`config.mk`:
```
export PLATFORM = sky130hd
export DESIGN_NAME = memory_dp
export DESIGN_NICKNAME = d
export VERILOG_FILES = /design/src/rtl/memory_dp.sv
export SDC_FILE = /design/constraint.sdc
export NUM_CORES = 2
export LEC_CHECK = 0
export CAP_MARGIN = 5
export CELL_PAD_IN_SITES_DETAIL_PLACEMENT = 0
export CELL_PAD_IN_SITES_GLOBAL_PLACEMENT = 1
export CORE_AREA = 2 2 337 588
export DETAILED_ROUTE_END_ITERATION = 6
export DIE_AREA = 0 0 339 590
export GPL_TIMING_DRIVEN = 0
export PLACE_DENSITY_LB_ADDON = 0.1
export SETUP_SLACK_MARGIN = 0.05
export SLEW_MARGIN = 20
export SYNTH_ARGS = -nofsm -noshare
export SYNTH_HDL_FRONTEND = slang
export SYNTH_SLANG_ARGS = --single-unit
export TNS_END_PERCENT = 20
```
`constraint.sdc`:
```
create_clock -name clk -period 13.65 [get_ports clk]
set_clock_uncertainty 0.05 [all_clocks]
set_input_delay 3.4125 -clock clk [delete_from_list [all_inputs] [get_ports clk]]
set_output_delay 3.4125 -clock clk [all_outputs]
set_load 0.005 [all_outputs]
```
`src/rtl/memory_dp.sv`:
```
// Simple-dual-port RAM with byte-lane writes, 1-cycle registered reads and a clear engine.
// Latency: read data 1 cycle after re. No backpressure; while busy (clear running) we/re are dropped.
module memory_dp #(
  parameter int                DATA_W   = 8,
  parameter int                ADDR_W   = 8,
  parameter int                DEPTH    = 2**ADDR_W,
  parameter logic [DATA_W-1:0] INIT_VAL = '0,
  parameter int                RDW_MODE = 0
) (
  input  logic                      clk,
  input  logic                      rst,
  input  logic                      clr,
  input  logic                      we,
  input  logic [ADDR_W-1:0]         waddr,
  input  logic [DATA_W-1:0]         wdata,
  input  logic [(DATA_W+7)/8-1:0]   wbe,
  input  logic                      re,
  input  logic [ADDR_W-1:0]         raddr,
  output logic [DATA_W-1:0]         rdata,
  output logic                      rvalid,
  output logic                      busy
);

  localparam logic [ADDR_W:0]   DEPTH_X  = (ADDR_W+1)'(DEPTH);
  localparam logic [ADDR_W-1:0] LAST_PTR = ADDR_W'(DEPTH-1);

  typedef enum logic {CLEAR, IDLE} state_t;

  state_t              state_q;
  logic [ADDR_W-1:0]   ptr_q;
  logic [DATA_W-1:0]   rdata_q;
  logic                rvalid_q;
  logic                busy_q;
  logic [DATA_W-1:0]   mem_q [DEPTH];

  logic [DATA_W-1:0]   wmask;
  logic [DATA_W-1:0]   rd_word;
  logic [DATA_W-1:0]   rdata_d;
  logic                wr_ok;
  logic                rd_ok;

  // Expand per-byte enables to a per-bit mask; the top lane may be partial.
  for (genvar g = 0; g < DATA_W; g++) begin : g_mask
    assign wmask[g] = wbe[g/8];
  end

  assign wr_ok = we && ({1'b0, waddr} < DEPTH_X);
  assign rd_ok = {1'b0, raddr} < DEPTH_X;

  always_comb begin
    rd_word = '0;
    rdata_d = '0;
    if (rd_ok) begin
      rd_word = mem_q[raddr];
      rdata_d = rd_word;
      if (RDW_MODE != 0 && wr_ok && waddr == raddr) begin
        rdata_d = (rd_word & ~wmask) | (wdata & wmask);
      end
    end
  end

  // Array is left untouched in a reset cycle; the clear engine rewrites it afterwards.
  always_ff @(posedge clk) begin
    if (!rst) begin
      if (state_q == CLEAR) begin
        mem_q[ptr_q] <= INIT_VAL;
      end else if (wr_ok) begin
        mem_q[waddr] <= (mem_q[waddr] & ~wmask) | (wdata & wmask);
      end
    end
  end

  always_ff @(posedge clk) begin
    if (rst) begin
      state_q  <= CLEAR;
      ptr_q    <= '0;
      busy_q   <= 1'b1;
      rvalid_q <= 1'b0;
      rdata_q  <= '0;
    end else begin
      case (state_q)
        CLEAR: begin
          rvalid_q <= 1'b0;
          ptr_q    <= ptr_q + ADDR_W'(1);
          if (ptr_q == LAST_PTR) begin
            state_q <= IDLE;
            busy_q  <= 1'b0;
          end
        end
        default: begin
          rvalid_q <= re;
          if (re) rdata_q <= rdata_d;
          if (clr) begin
            state_q <= CLEAR;
            ptr_q   <= '0;
            busy_q  <= 1'b1;
          end
        end
      endcase
    end
  end

  assign rdata  = rdata_q;
  assign rvalid = rvalid_q;
  assign busy   = busy_q;

endmodule

```
==> impl_metrics.yaml <==
die:
  io_pins: 40
  row_count: 215
  fp.dieH_um: 590
  start_util_pct: 49.7
  coreArea_mm2: 0.196
  die_area_mm2: 0.200
  die_w_um: 339
power_and_ir_drop:
  finalPower_mw: 13.7
  power_density_mw_per_mm2: 125
  power.leakage_nw: 32.7
  ir_drop_v: 0.000147
setup_path:
  start_kind: "input port"
  crit_slowest_cell: "buf_2"
  path_common_cell: "buf_4"
  endpoint_kind: "register"
  arrival_ps: 11730
  crit_buf_inv: 13
  r2r_slack_ps: 8070
  cp_top_family: "buffers and inverters"
  critPathMaxStageDelay_ps: 1020
  crit_type: "input port to register"
  crit_fanout: 13
  crit_chain: "clkdlybuf4s50_1 > buf_4 > buf_4 > buf_2 > buf_2 > buf_2 > mux2i_1 > a22oi_1 > nand3_1 > nor3_1 > o22ai_1 > o211ai_1 > buf_4 > buf_4 > buf_4 > buf_4 > buf_4 > buf_4 > buf_4"
  cp.required_ps: 14330
synth:
  yosysUniqueCellTypes: 70
  seq_area_frac_synth_pct: 63.7
  netlist_instances: 5468
  async_flop_share_pct: 0
  synthesis.area_mm2: 0.0971
  syn_area_per_cell_um2: 17.8
  synthFlopType: "edfxtp_1"
  ys_seq_elements: 2067
  synth_fp_nets: 5499
  synth_edf_count: 2048
  yosysWarningCount: 0
detailed_routing:
  drt-total-wl_mm: 523
  drt_iter0_markers: 11900
  met3_length_mm: 66.5
  drc: 0
  met2WireLength_mm: 232
  vias_per_cell: 7.96
  top_layer: "met5"
  detail-route-antenna-nets: 0
  avgRoutedWirePerCell_um: 60.6
  drtPass1Iterations: 7
  vias: 68700
  drt-met1-wl_mm: 152
finish:
  fin_util_pct: 56.0
  layout-drive-gt1-share_pct: 26.9
  final_nets: 5841
  final_common_cell: "edfxtp_1"
  final_cell_mix: "2048 x edfxtp_1, 732 x mux4_2, 699 x mux2i_1"
  areaGrowthSynthToFinish_pct: 12.9
timing:
  final_max_slew_viol_count: 0
  slew_headroom_pct: 9.52
  setup_viol: 0
  fin_crit_sh_pct: 80.9
  hold_violations: 0
  grt_setup_unrepaired: "false"
  layout_min_cycle_time_ps: 11050
  worstMarginPinSlew_ps: 1360
  max_freq_mhz: 90.5
  finalSetupTns_ps: 0
clocking:
  cts_buffers: 197
  cts_resized: 0
  clk_pin_slew_ps: 60
  ctsRootBufferMaster: "clkbuf_16"
  holdBufCountCts: 0
  cts_max_level: 4
  clk_latency_ps: 900
  clk_path_buf_depth: 4
  tritoncts: "yes"
  cts_setup_buffers: 0
  cts_sinks: 2067
placement:
  numPortBuffers: 33
  gp_congestion: 1.08
  hpwlAfterDp_mm: 392
flow_run:
  max_cap_violations: 0
grt:
  grt_max_degree: 77
  grt_pass1_wl_mm: 659
  antenna_found_initial: 76
  track_usage_pct: 52.1
  gr-total-overflow: 0
  grt_pass1_vias: 64700
hold_path:
  hp-class: "register to register"
status:
  status: "complete, no violations"
## path summary, 6_finish.rpt
kind                               start             to  cells past startpoint
worst max-delay path            waddr[1]  mem_q[249][6]                     19
worst min register to register   state_q         rvalid                      2
worst max register to register   state_q  mem_q[111][0]                      8
worst min-delay path             state_q         rvalid                      2
## Yosys cell counts (43+ instances only)
cell	n	area share, %
o221ai_1	83	0.75
mux4_2	732	17
clkbuf_1	150	0.58
a211oi_1	46	0.36
edfxtp_1	2048	63
buf_2	153	0.79
nor2_1	334	1.3
a22oi_1	264	2.0
o22ai_1	132	0.85
nand3_1	75	0.39
o21ai_0	43	0.22
a21oi_1	55	0.28
nand2_1	103	0.40
nand4_1	57	0.37
buf_4	66	0.51
mux2i_1	699	7.2
## cells by family after synthesis
kind of cell / after synthesis / share of synthesized area [%]
buf+inv: 443 / 2.40
xor+xnor: 3 / 0.0271
fa+ha+maj: 1 / 0.0129
flops: 2067 / 63.7
simple gates: 748 / 3.74
compound gates: 758 / 5.62
mux: 1448 / 24.5
## area by class of cell
cell class	instances	area [µm²]
diodes	70	175
plain buffers	433	2410
clock buffers	233	5130
clock inverters	112	1090
fillers	15300	86000
inverters	10	37.5
multi-input cells	2958	33500
flip-flops and latches	2067	61900
well taps	2604	3260
repair buffers	143	2180
## per-layer routing
layer  vias up  track usage (%)
met5         -            0.886
met3      2445             19.6
li1      24000                -
met1     35400             53.5
met4        24             58.7
met2      6840             77.2
## registers in the layout (all words and copies together) (netlist names)
signal	cells
rvalid	1
busy	1
mem_q	2048
state_q	1
ptr_q	8
rdata	8
## per-stage QoR
step,area (µm²),setup WS [ps],hold WS (ps),cells
6_report,110000,2600,481,8630
4_1_cts,109000,3450,487,8560
3_5_place_dp,103000,2570,465,8215
2_1_floorplan,97100,312,385,5468
3_3_place_gp,101000,-10990,469,8105
5_1_grt,109000,2860,495,8565
## power by group
group          total (mW)  switching, mW  internal (mW)  leakage [nW]
combinational        1.26          0.934          0.324          13.1
clock                5.60           2.55           3.05          3.01
sequential           6.87        0.00273           6.87          16.6
## worst reg2reg max path: stages (launching register included)
cell,delay [ps]
dfxtp_1,390
clkbuf_1,390
nor3b_1,620
clkbuf_1,400
nand2_1,90
o21ai_1,710
nand3_1,770
buf_2,700
nor2_1,1090
(Power assumes the default switching activity.)
